<file path="config.mk">
export PLATFORM = sky130hd
export DESIGN_NAME = fwu_scoreboard
export DESIGN_NICKNAME = d
export VERILOG_FILES = /design/src/rtl/fwu_scoreboard_pkg.sv /design/src/rtl/fwu_scoreboard_port_sel.sv /design/src/rtl/fwu_scoreboard.sv
export SDC_FILE = /design/constraint.sdc
export NUM_CORES = 1
export LEC_CHECK = 0
export CORE_AREA = 2 2 204 206
export CTS_BUF_LIST = sky130_fd_sc_hd__clkbuf_8
export CTS_CLUSTER_DIAMETER = 80
export DETAILED_ROUTE_END_ITERATION = 8
export DIE_AREA = 0 0 206 208
export GPL_TIMING_DRIVEN = 0
export PLACE_DENSITY = 0.58
export RECOVER_POWER = 25
export SLEW_MARGIN = 40
export SYNTH_ARGS = -nofsm -noshare
export SYNTH_HDL_FRONTEND = slang
export SYNTH_SLANG_ARGS = --single-unit
</file>
<file path="constraint.sdc">
create_clock -name clk -period 3.6 [get_ports clk]
set_clock_uncertainty 0.1 [all_clocks]
set_input_delay 0.36 -clock clk [delete_from_list [all_inputs] [get_ports clk]]
set_output_delay 0.36 -clock clk [all_outputs]
set_load 0.02 [all_outputs]
</file>
<file path="src/rtl/fwu_scoreboard_pkg.sv">
// Shared widths and helpers for the forwarding unit with long-latency scoreboard.
package fwu_scoreboard_pkg;

  localparam int unsigned REG_NUM = 32;
  localparam int unsigned REG_AW  = 5;
  localparam int unsigned PEND_W  = 6;

  typedef logic [REG_AW-1:0] regAddrT;

  // Bit offset of element idx in a flattened bus of w-bit elements
  function automatic int unsigned sliceLsb(input int unsigned idx, input int unsigned w);
    return idx * w;
  endfunction

endpackage

</file>
<file path="src/rtl/fwu_scoreboard_port_sel.sv">
// One operand read port: stage-priority forwarding, completion bypass and hazard flag.
module fwu_port_sel
  import fwu_scoreboard_pkg::*;
#(
  parameter int unsigned XLEN       = 64,
  parameter int unsigned NUM_STAGES = 2
) (
  input  logic [NUM_STAGES*XLEN-1:0]   fwdData,
  input  logic [NUM_STAGES*REG_AW-1:0] fwdAddr,
  input  logic [NUM_STAGES-1:0]        fwdWen,
  input  logic [NUM_STAGES-1:0]        fwdReady,
  input  regAddrT                      rsAddr,
  input  logic                         rsRen,
  input  logic [XLEN-1:0]              rfData,
  input  logic                         cplValid,
  input  regAddrT                      cplRd,
  input  logic [XLEN-1:0]              cplData,
  input  logic                         flush,
  input  logic [REG_NUM-1:0]           busyVec,
  output logic [XLEN-1:0]              rsData,
  output logic                         hazard
);

  logic            hit;
  logic            hitReady;
  logic [XLEN-1:0] hitData;

  // Scan oldest to youngest so the youngest matching stage overwrites
  always_comb begin
    hit      = 1'b0;
    hitReady = 1'b0;
    hitData  = '0;
    for (int s = NUM_STAGES - 1; s >= 0; s--) begin
      if (fwdWen[s] && (fwdAddr[sliceLsb(s, REG_AW) +: REG_AW] == rsAddr)) begin
        hit      = 1'b1;
        hitReady = fwdReady[s];
        hitData  = fwdData[sliceLsb(s, XLEN) +: XLEN];
      end
    end
  end

  always_comb begin
    rsData = rfData;
    hazard = 1'b0;
    if (!rsRen || (rsAddr == '0)) begin
      rsData = '0;
    end else if (hit) begin
      rsData = hitReady ? hitData : '0;
      hazard = !hitReady;
    end else if (cplValid && (cplRd == rsAddr) && !flush) begin
      rsData = cplData;
    end else if (busyVec[rsAddr]) begin
      hazard = 1'b1;
    end
  end

endmodule

</file>
<file path="src/rtl/fwu_scoreboard.sv">
// Operand forwarding for NUM_RD ports plus a busy scoreboard for long-latency writers.
module fwu_scoreboard
  import fwu_scoreboard_pkg::*;
#(
  parameter int unsigned XLEN        = 64,
  parameter int unsigned NUM_RD      = 2,
  parameter int unsigned NUM_STAGES  = 2,
  parameter int unsigned MAX_PENDING = 4
) (
  input  logic                         clk,
  input  logic                         rst_n,
  input  logic [NUM_STAGES*XLEN-1:0]   FwdDataIn,
  input  logic [NUM_STAGES*REG_AW-1:0] FwdAddrIn,
  input  logic [NUM_STAGES-1:0]        FwdWenIn,
  input  logic [NUM_STAGES-1:0]        FwdReadyIn,
  input  logic [NUM_RD*REG_AW-1:0]     RsAddrIn,
  input  logic [NUM_RD-1:0]            RsRenIn,
  input  logic [NUM_RD*XLEN-1:0]       RsDataRegFileIn,
  input  logic                         IssueValidIn,
  input  logic                         IssueWenIn,
  input  logic                         IssueLongIn,
  input  logic [REG_AW-1:0]            IssueRdIn,
  input  logic                         CplValidIn,
  input  logic [REG_AW-1:0]            CplRdIn,
  input  logic [XLEN-1:0]              CplDataIn,
  input  logic                         FlushIn,
  output logic [NUM_RD*XLEN-1:0]       RsDataOut,
  output logic                         StallOut,
  output logic [REG_NUM-1:0]           BusyVecOut,
  output logic [PEND_W-1:0]            PendCntOut,
  output logic                         ErrOut
);

  logic [REG_NUM-1:0] busyQ;
  logic [PEND_W-1:0]  pendCntQ;
  logic               errQ;
  logic [NUM_RD-1:0]  portHaz;

  logic               waw;
  logic               limit;
  logic               accept;
  logic               setEn;
  logic               clrEn;
  logic               cplErr;
  logic [REG_NUM-1:0] setVec;
  logic [REG_NUM-1:0] clrVec;

  for (genvar p = 0; p < NUM_RD; p++) begin : gPort
    fwu_port_sel #(
      .XLEN       (XLEN),
      .NUM_STAGES (NUM_STAGES)
    ) uSel (
      .fwdData  (FwdDataIn),
      .fwdAddr  (FwdAddrIn),
      .fwdWen   (FwdWenIn),
      .fwdReady (FwdReadyIn),
      .rsAddr   (RsAddrIn[p*REG_AW +: REG_AW]),
      .rsRen    (RsRenIn[p]),
      .rfData   (RsDataRegFileIn[p*XLEN +: XLEN]),
      .cplValid (CplValidIn),
      .cplRd    (CplRdIn),
      .cplData  (CplDataIn),
      .flush    (FlushIn),
      .busyVec  (busyQ),
      .rsData   (RsDataOut[p*XLEN +: XLEN]),
      .hazard   (portHaz[p])
    );
  end

  // Hazard detection, issue acceptance and scoreboard set/clear vectors
  always_comb begin
    setVec = '0;
    clrVec = '0;
    waw    = IssueWenIn && (IssueRdIn != '0) && busyQ[IssueRdIn]
             && !(CplValidIn && (CplRdIn == IssueRdIn));
    limit  = IssueLongIn && IssueWenIn && (IssueRdIn != '0)
             && (pendCntQ == PEND_W'(MAX_PENDING)) && !CplValidIn;
    StallOut = rst_n && IssueValidIn && ((|portHaz) || waw || limit);
    accept = IssueValidIn && !StallOut && !FlushIn;
    setEn  = accept && IssueLongIn && IssueWenIn && (IssueRdIn != '0);
    clrEn  = CplValidIn && !FlushIn && busyQ[CplRdIn];
    cplErr = CplValidIn && !FlushIn && !busyQ[CplRdIn];
    if (setEn) setVec[IssueRdIn] = 1'b1;
    if (clrEn) clrVec[CplRdIn]   = 1'b1;
  end

  // Clear-then-set ordering lets a same-register set win over its clear
  always_ff @(posedge clk) begin
    if (!rst_n) begin
      busyQ    <= '0;
      pendCntQ <= '0;
      errQ     <= 1'b0;
    end else if (FlushIn) begin
      busyQ    <= '0;
      pendCntQ <= '0;
    end else begin
      busyQ    <= (busyQ & ~clrVec) | setVec;
      pendCntQ <= pendCntQ + PEND_W'(setEn) - PEND_W'(clrEn);
      errQ     <= errQ | cplErr;
    end
  end

  assign BusyVecOut = busyQ;
  assign PendCntOut = pendCntQ;
  assign ErrOut     = errQ;

endmodule

</file>
==> run summary, run 1 <==
The highest routed metal layer is met5. The number of standard cells in the layout, taps in and fillers out came out at 2,200. The cell with the most instances on the worst path is sky130_fd_sc_hd__dlygate4sd2_1. The worst-case vdd ir drop is 0.249 mV. The initial core utilization came out at 19.8%. The mean area per synthesized cell is 7.16 sq um. The CTS sink count came out at 39. The initialized floorplan defines 74 standard-cell rows.

The total routed wire length on the met1 layer came out at 21,500 um. The net count after synthesis came out at 1,495. The post-detailed-route wirelength per cell is 24.6 um. The data arrival time of the worst path came out at 3.01 ns. Setup repair after global routing left no endpoint under its margin.

The final-layout worst hold slack is 0.443 ns. The first-pass GRT wire length is 76,000 um. The worst setup path is captured at an output port. The total global routing track utilization came out at 23.7%. The internal power consumption is 0.00134 W. Routability-driven placement finished with a final weighted congestion of 0.982. TritonCTS built the clock tree.

The number of antenna violations at the first check in global routing came out at 14. The total congestion overflow is 0. The met2 wire length is 26,800 um. The number of input and output port buffers inserted came out at 517. The number of synthesized register bits came out at 39. Together, buffers and inverters on the worst path number 4. The largest fanout of any net on the critical path is 10. The slew at the pin closest to its max-slew limit is 0.592 ns. The detailed placer's ending HPWL came out at 43,000 um. The via-per-instance ratio is 5.13. The number of H-tree levels came out at 2. The run finished with clean final reports.

The detail route stage leaves a number of antenna-violating nets equal to 0. The share of synthesized flip-flops with an asynchronous set or reset came out at 0%. For this block, the routed nets add up to 54,200 um of wire.

The gate count after technology mapping came out at 1,124. The overall die width came out at 206 um. Including well taps, the total number of placed cells is 2,173. The total power density per cell area is 152 nW/um^2. The fill cell instance count of the final layout came out at 4,370. The final clock period utilization by the worst path is 96.4%. The register clock-pin slew on the reported worst setup and hold paths is 0.08 ns. The number of maximum-capacitance violations came out at 0. The amount of wire on met3 after detailed routing is 4170 um. The total count of hold-check failures in the final report is 0. Of the total power, registers draw 19.7%. The DRC violations left is 0. The signal on the critical path passes through dlygate4sd2_1 > xor2_1 > nor4_1 > and3_1 > buf_4 > a31o_2 > clkbuf_2 > o22ai_1 > and2_1 > dlygate4sd2_1. The part of the total power dissipated in the clock network is 18.2%. Net switching is 38.7% of the power. The tightest min-delay check is of the flop to flop type. The net load switching power is 0.000845 W.

The summed instance area of the synthesized netlist came out at 8050 sq um. Sequential cells were found to cover 9.70% of the synthesized design area. The worst setup path category is primary input to output port.

The shortest period the worst path allows is 3.47 ns. STA classifies the critical path startpoint as a primary input. The final-report setup violation count came out at 0. The share of cells above drive strength 1 came out at 14.2%. The number of warnings reported in the yosys synthesis log came out at 0. The later pin in the worst-skew pair is clocked with a latency of 0.32 ns.

The routed layout has 11,283 vias. The synthesized design contains 0 enable-type register cells. Entering global routing, the biggest net connects 15 pins.

The violation count after the first detailed-route iteration is 783. Static timing analysis puts the maximum clock frequency at 288 MHz. The quantity of hold-fixing buffers added after cts is 0. The number of distinct library cells after synthesis is 54. The fraction of power consumed by combinational cells is 62.1%. The critical path required time came out at 3.14 ns. The floorplan step defined a die boundary enclosing 42,800 sq um. In this run, CTS created clock tree buffers numbering 5. In the synthesized netlist the dominant register cell turns out to be sky130_fd_sc_hd__dfxtp_1. The remaining max-slew budget at the tightest pin is 60.5%. For this design, the slowest cell found on the critical path is sky130_fd_sc_hd__a31o_2. The delay of the slowest critical-path stage is 0.47 ns. The number of iterations in the first detailed-routing pass is 5. The number of top-level pins came out at 531. The via count of the first global-routing pass is 11,234. The overall power came out at 0.00219 W. The maximum buffer depth of the clock tree came out at 2. The layout overhead on the synthesized area came out at 78.8%. The die is 208 um tall. The cell family contributing the most delay on the critical path is buffers and inverters. The fraction of the core area covered by cells at the end of the flow is 35.5%. The core footprint came out at 40,600 sq um.

The number of max-slew violations in the final report came out at 0. The clock tree root driver cell is sky130_fd_sc_hd__clkbuf_8. Summed over all cells, the static leakage comes to 6.14 nW. The net count of the finished layout came out at 2,028.
## Yosys cell counts (all sizes together) (4+ instances only)
cell type	number	share of area, %
clkbuf	78	3.6
dfxtp	39	9.7
or3b	4	0.44
nand3	9	0.56
buf	42	2.5
nand2	146	6.8
o31ai	31	3.0
a21oi	136	8.5
o211ai	24	2.2
nand3b	8	0.75
nor2	83	3.9
nor3	4	0.25
nor4	6	0.47
o22ai	73	5.7
xnor2	14	1.5
nand2b	7	0.54
ha	7	1.1
and2	67	5.2
mux4	15	4.2
xor2	25	2.7
a32oi	4	0.44
and3	4	0.31
o311ai	7	0.76
mux2i	166	21
mux2	65	9.1
inv	11	0.51
nor2b	7	0.54
nand4	8	0.62
## sequential cells by signal, indices dropped and copies added (netlist names)
signal      cells
PendCntOut      6
ErrOut          1
BusyVecOut     32
## power by group through the flow
stage	registers (W)	clock network [W]	logic (W)
after floorplan	0.000445	0	0.000578
after global placement	0.000444	0	0.00137
after detailed placement	0.000444	0	0.00137
after CTS	0.000434	0.000400	0.00134
after global routing	0.000431	0.000419	0.00144
final	0.000431	0.000397	0.00136
## worst paths after layout
| path | to | cells past startpoint | startpoint | slack, ns |
|---|---|---|---|---|
| worst max-delay path | RsDataOut[69] | 10 | RsAddrIn[7] | 0.13 |
| worst max register to register | PendCntOut[4]$_SDFF_PP0_ | 16 | BusyVecOut[15]$_SDFF_PP0_ | 0.14 |
| worst min register to register | ErrOut$_SDFFE_PN0N_ | 1 | ErrOut$_SDFFE_PN0N_ | 0.44 |
| worst min-delay path | ErrOut$_SDFFE_PN0N_ | 1 | ErrOut$_SDFFE_PN0N_ | 0.44 |
## layout make-up
cell class,instances,area (sq um),area share (%)
Clock inverter,3,47.5,0.330
Timing Repair Buffer,529,5110,35.6
Antenna cell,10,25.0,0.174
Multi-Input combinational cell,954,6850,47.6
Sequential cell,39,811,5.64
Buffer,117,764,5.31
Inverter,11,41.3,0.287
Clock buffer,5,68.8,0.478
Tap cell,532,666,4.63
## worst register-to-register path: cells and delay by family (launching register included)
family	cells	cell delay, ns
AO/OA/AOI/OAI	4	0.66
buffers and inverters	1	0.05
XOR/XNOR	1	0.16
AND/OR/NAND/NOR	6	0.72
adder cells (fa/ha/maj)	3	0.82
multiplexers	1	0.48
flip-flops	1	0.38
## layout by cell type, fill, tap and decap left out, types with 5 or more instances in the layout
master                            count
sky130_fd_sc_hd__clkdlybuf4s50_1    355
sky130_fd_sc_hd__mux2i_1            164
sky130_fd_sc_hd__nand2_1            145
sky130_fd_sc_hd__a21oi_1            134
sky130_fd_sc_hd__dlygate4sd2_1      113
sky130_fd_sc_hd__nor2_1              82
sky130_fd_sc_hd__o22ai_1             73
sky130_fd_sc_hd__and2_1              67
sky130_fd_sc_hd__mux2_2              64
sky130_fd_sc_hd__dlygate4sd3_1       39
sky130_fd_sc_hd__clkbuf_2            38
sky130_fd_sc_hd__o31ai_1             30
sky130_fd_sc_hd__buf_4               26
sky130_fd_sc_hd__clkbuf_1            26
sky130_fd_sc_hd__xor2_1              25
sky130_fd_sc_hd__o211ai_1            24
sky130_fd_sc_hd__dfxtp_1             23
sky130_fd_sc_hd__mux4_2              15
sky130_fd_sc_hd__clkbuf_8            15
sky130_fd_sc_hd__clkbuf_4            14
sky130_fd_sc_hd__xnor2_1             14
sky130_fd_sc_hd__dfxtp_2             12
sky130_fd_sc_hd__inv_1               11
sky130_fd_sc_hd__diode_2             10
sky130_fd_sc_hd__buf_6                9
sky130_fd_sc_hd__nand3_1              9
sky130_fd_sc_hd__nand4_1              8
sky130_fd_sc_hd__nand3b_1             8
sky130_fd_sc_hd__buf_2                7
sky130_fd_sc_hd__o311ai_0             7
sky130_fd_sc_hd__nor2b_1              6
sky130_fd_sc_hd__ha_1                 6
sky130_fd_sc_hd__nand2b_1             5
sky130_fd_sc_hd__dlymetal6s2s_1       5
## metrics by stage
step	TNS (ns)	setup slack, ns	cell area (sq um)
floorplan	0	0.0399	8050
global route	0	0.00640	14400
finish	0	0.128	14400
CTS	0	0.00488	14200
detailed placement	-110.67	-1.15	13900
global placement	-160.99	-1.43	13900
## logic make-up after synthesis
family,Yosys count,synth area share [%]
flops,39,9.70
fa+ha+maj,8,1.34
mux,246,33.9
compound gates,295,22.5
buf+inv,131,6.69
xor+xnor,39,4.25
simple gates,366,21.6
## repair_timing
action / CTS / global route
resized for setup: 254 / 65
gates cloned: 1 / 0
setup buffers: 6 / 5
setup endpoints to repair: 135 / 57
pin swaps: 9 / 12
## layer usage
layer	global-route usage [%]	vias up
met5	0	-
met4	7.81	4
met3	4.04	88
met2	42.4	591
met1	28.2	5423
li1	-	5177
Note: power is estimated with default switching activity, not from simulation.
==> run 2, diff against run 1 <==
--- a/config.mk
+++ b/config.mk
@@ -5,13 +5,14 @@
 export SDC_FILE = /design/constraint.sdc
 export NUM_CORES = 1
 export LEC_CHECK = 0
-export CORE_AREA = 2 2 204 206
+export CORE_AREA = 2 2 207 209
 export CTS_BUF_LIST = sky130_fd_sc_hd__clkbuf_8
 export CTS_CLUSTER_DIAMETER = 80
 export DETAILED_ROUTE_END_ITERATION = 8
-export DIE_AREA = 0 0 206 208
+export DIE_AREA = 0 0 209 211
+export DONT_BUFFER_PORTS = 1
 export GPL_TIMING_DRIVEN = 0
-export PLACE_DENSITY = 0.58
+export PLACE_DENSITY = 0.4
 export RECOVER_POWER = 25
 export SLEW_MARGIN = 40
 export SYNTH_ARGS = -nofsm -noshare
==> run 2 against run 1 <==
Net effect:
- register-to-register slack lost 0.04 ns
- non-clock buffer count shrank 524
- power shrank 30%
- sequential cell count is the same
- global-route usage shrank 3.1 points
- setup slack lost 0.028 ns
- final cell count shrank 23%
- die area grew 2.9%
- largest cell class unchanged
- count of clock-buffer cells in the layout grew 1
==> run summary, run 2 (same netlist as run 1, synthesis figures left out) <==
The remaining antenna violation count after routing came out at 0. TritonCTS built the clock tree. The minimum setup slack after placement is -0.758 ns. The overall power came out at 0.00154 W. The core footprint is 41,800 sq um.

The flip-flop count of the largest register, all copies and words added came out at 32. The register clock-pin slew on the reported worst setup and hold paths came out at 0.09 ns. The end point of the worst hold path is ErrOut$_SDFFE_PN0N_. The worst setup path category is flop to flop. The DRC violations left is 0.

The number of top-level pins came out at 531. The number of standard cells in the layout, taps in and fillers out came out at 1,684. The quantity of hold-fixing buffers added after cts is 0. The insertion delay to the later sink of the worst-skew pair is 0.31 ns. For this design the ratio of total power to cell area is 171 nW/um^2. The total count of hold-check failures in the final report came to 0.

The number of max-slew violations in the final report is 0. Setup violations remaining at the end of the flow were counted as 0. The total congestion overflow is 0. The path depth of the worst reg2reg path came out at 16.

Along the worst hold path, the cell count comes to 1. The maximum achievable frequency came out at 286 MHz. The data arrival time of the worst path came out at 3.59 ns.

The overall die width is 209 um. For flop-to-flop paths, the worst setup slack is 0.10 ns. In this run the vertical extent of the chip is 211 um. Relative to the synthesized area, the layout overhead comes to 11.7%. The number of cells after detailed placement came out at 1,663. The via count of the first global-routing pass is 9,075.

The slew at the pin closest to its max-slew limit came out at 0.849 ns. After detailed routing, the average wire length per cell comes to 29.1 um. The flow ran to the end, and the final reports show no timing, DRC or antenna violations. The number of maximum-capacitance violations came out at 0.

The number of H-tree levels is 2. The net count of the finished layout is 1,504. The number of antenna violations at the first check in global routing is 17. The min-delay analysis places its worst path in the category primary input to flop. The cell with the largest stage delay on the worst path is sky130_fd_sc_hd__dfxtp_1.

The number of iterations in the first detailed-routing pass came out at 5. The share of cells above drive strength 1 is 15.5%. The tree is rooted in a sky130_fd_sc_hd__clkbuf_8. In the layout the commonest cells are sky130_fd_sc_hd__mux2i_1, sky130_fd_sc_hd__nand2_1, sky130_fd_sc_hd__a21oi_1, sky130_fd_sc_hd__nor2_1, sky130_fd_sc_hd__o22ai_1. The final layout contains routed wiring with a total length of 48,900 um. In this design, the largest share of critical-path delay is due to compound AO/OA/AOI/OAI gates. The shortest period the worst path allows came out at 3.50 ns. For this block, the via count after detailed routing is 9,264. Setup repair after global routing could not meet its margin everywhere. In this run the worst path has a maximum fanout of 6.

Setup total negative slack on the finished layout was measured at 0 ns. The first-pass GRT wire length is 66,900 um. In this design, the stage delay of the slowest critical-path cell is 0.67 ns. The number of input and output port buffers inserted is 0.

The critical path required time came out at 3.69 ns. The total buffers and inverters traversed by the critical path is 1. The minimum setup slack in the final design came out at 0.100 ns. The worst pin sits at a relative slew slack of 43.4%. Walking the worst path, the cells encountered are mux4_2 > o22ai_1 > a21oi_1 > nand4_1 > a211oi_4 > nor3b_4 > a21oi_2 > ha_1 > inv_2 > ha_1 > a21o_1 > a21oi_2 > o21bai_1 > a21oi_1 > xnor2_1 > nor2_1. The congestion estimate from routability-driven global placement came to 0.988.

The clock net in this run drives a total of 39 sinks. The beginning of the worst hold path is rst_n. The largest net degree at the start of global routing came out at 14. The endpoint type of the worst setup path is a flop. Buffers inserted during clock tree synthesis total 5.

The detailed placer's ending HPWL is 40,000 um. The initial utilization of the core area, before any placement, comes to 19.3%. Across every metal layer, demand over resource in global routing totals 20.6%. The worst reg2reg path startpoint is BusyVecOut[1]$_SDFF_PP0_. The row count came out at 75.

The final clock period utilization by the worst path is 97.2%. The maximum buffer depth of the clock tree is 2. The worst-case vdd ir drop is 0.175 mV. In this run, the number of DRC markers left after iteration 0 of detailed routing was 831.

The library cell used most frequently in the layout, excluding fill and tap cells, is sky130_fd_sc_hd__mux2i_1. The nature of the critical path startpoint is a flop. The destination of the worst register-to-register timing path is PendCntOut[5]$_SDFF_PP0_. The area enclosed by the die boundary is 44,100 sq um. The leakage dissipation is 3.37 nW.

Using the TritonRoute via totals, the vias-per-cell ratio works out to 5.50.
[run 2: how the worst max path moves through the flow]
stage                                     endpoint  depth (start not counted)                 startpoint  slack (ns)
final                     PendCntOut[5]$_SDFF_PP0_                         16   BusyVecOut[1]$_SDFF_PP0_        0.10
after global routing      PendCntOut[4]$_SDFF_PP0_                         16  BusyVecOut[15]$_SDFF_PP0_       -0.12
after CTS                 PendCntOut[4]$_SDFF_PP0_                         16  BusyVecOut[15]$_SDFF_PP0_       -0.03
after detailed placement  PendCntOut[4]$_SDFF_PP0_                         17                RsAddrIn[4]       -0.76
after global placement               RsDataOut[67]                          9                 CplRdIn[1]       -0.77
after floorplan           PendCntOut[4]$_SDFF_PP0_                         17               IssueRdIn[0]        0.04
[run 2: stage by stage]
step	utilization [%]	area [sq um]	hold slack, ns
final	21.5	8990	0.0779
after floorplan	-	8050	0.378
after detailed placement	20.9	8740	0.384
after global placement	20.9	8720	0.381
after CTS	21.3	8910	0.0690
after global routing	21.5	8990	0.0816
[run 2: final cells by class]
class / instances / area [sq um]
multi-input cells: 954 / 6800
inverters: 11 / 41.3
diodes: 11 / 27.5
plain buffers: 120 / 519
clock inverters: 2 / 16.3
repair buffers: 2 / 15.0
flip-flops and latches: 39 / 812
fillers: 4770 / 32800
clock buffers: 6 / 82.6
well taps: 539 / 674
[run 2: what timing repair did]
action,in CTS,in global routing
pin swaps,0,11
endpoints found under the hold margin,0,0
gates cloned,0,0
resized for setup,38,38
buffers inserted,0,2
setup endpoints to repair,28,39
[run 2: metal layers]
layer	track usage (%)	vias to the layer above	part of all wire [%]
met5	0	-	0.027
met4	7.78	2	3.8
met3	5.16	88	8.4
met2	34.9	543	48
met1	25.1	4494	40
li1	-	4137	-
[run 2: power breakdown]
part           leakage [nW]  internal (W)  switching, W
Clock                0.0475      0.000157      0.000183
Sequential            0.324      0.000429    0.00000332
Combinational          3.00      0.000258      0.000509
Total                  3.37      0.000843      0.000695
[run 2: worst reg2reg max path, cell delays in order, from the launching register on]
cell and delay [ns]:
sky130_fd_sc_hd__dfxtp_1 0.67, sky130_fd_sc_hd__mux4_2 0.34, sky130_fd_sc_hd__o22ai_1 0.09, sky130_fd_sc_hd__a21oi_1 0.13, sky130_fd_sc_hd__nand4_1 0.16, sky130_fd_sc_hd__a211oi_4 0.44, sky130_fd_sc_hd__nor3b_4 0.09, sky130_fd_sc_hd__a21oi_2 0.13
sky130_fd_sc_hd__ha_1 0.16, sky130_fd_sc_hd__inv_2 0.05, sky130_fd_sc_hd__ha_1 0.27, sky130_fd_sc_hd__a21o_1 0.17, sky130_fd_sc_hd__a21oi_2 0.16, sky130_fd_sc_hd__o21bai_1 0.08, sky130_fd_sc_hd__a21oi_1 0.16, sky130_fd_sc_hd__xnor2_1 0.13
sky130_fd_sc_hd__nor2_1 0.05
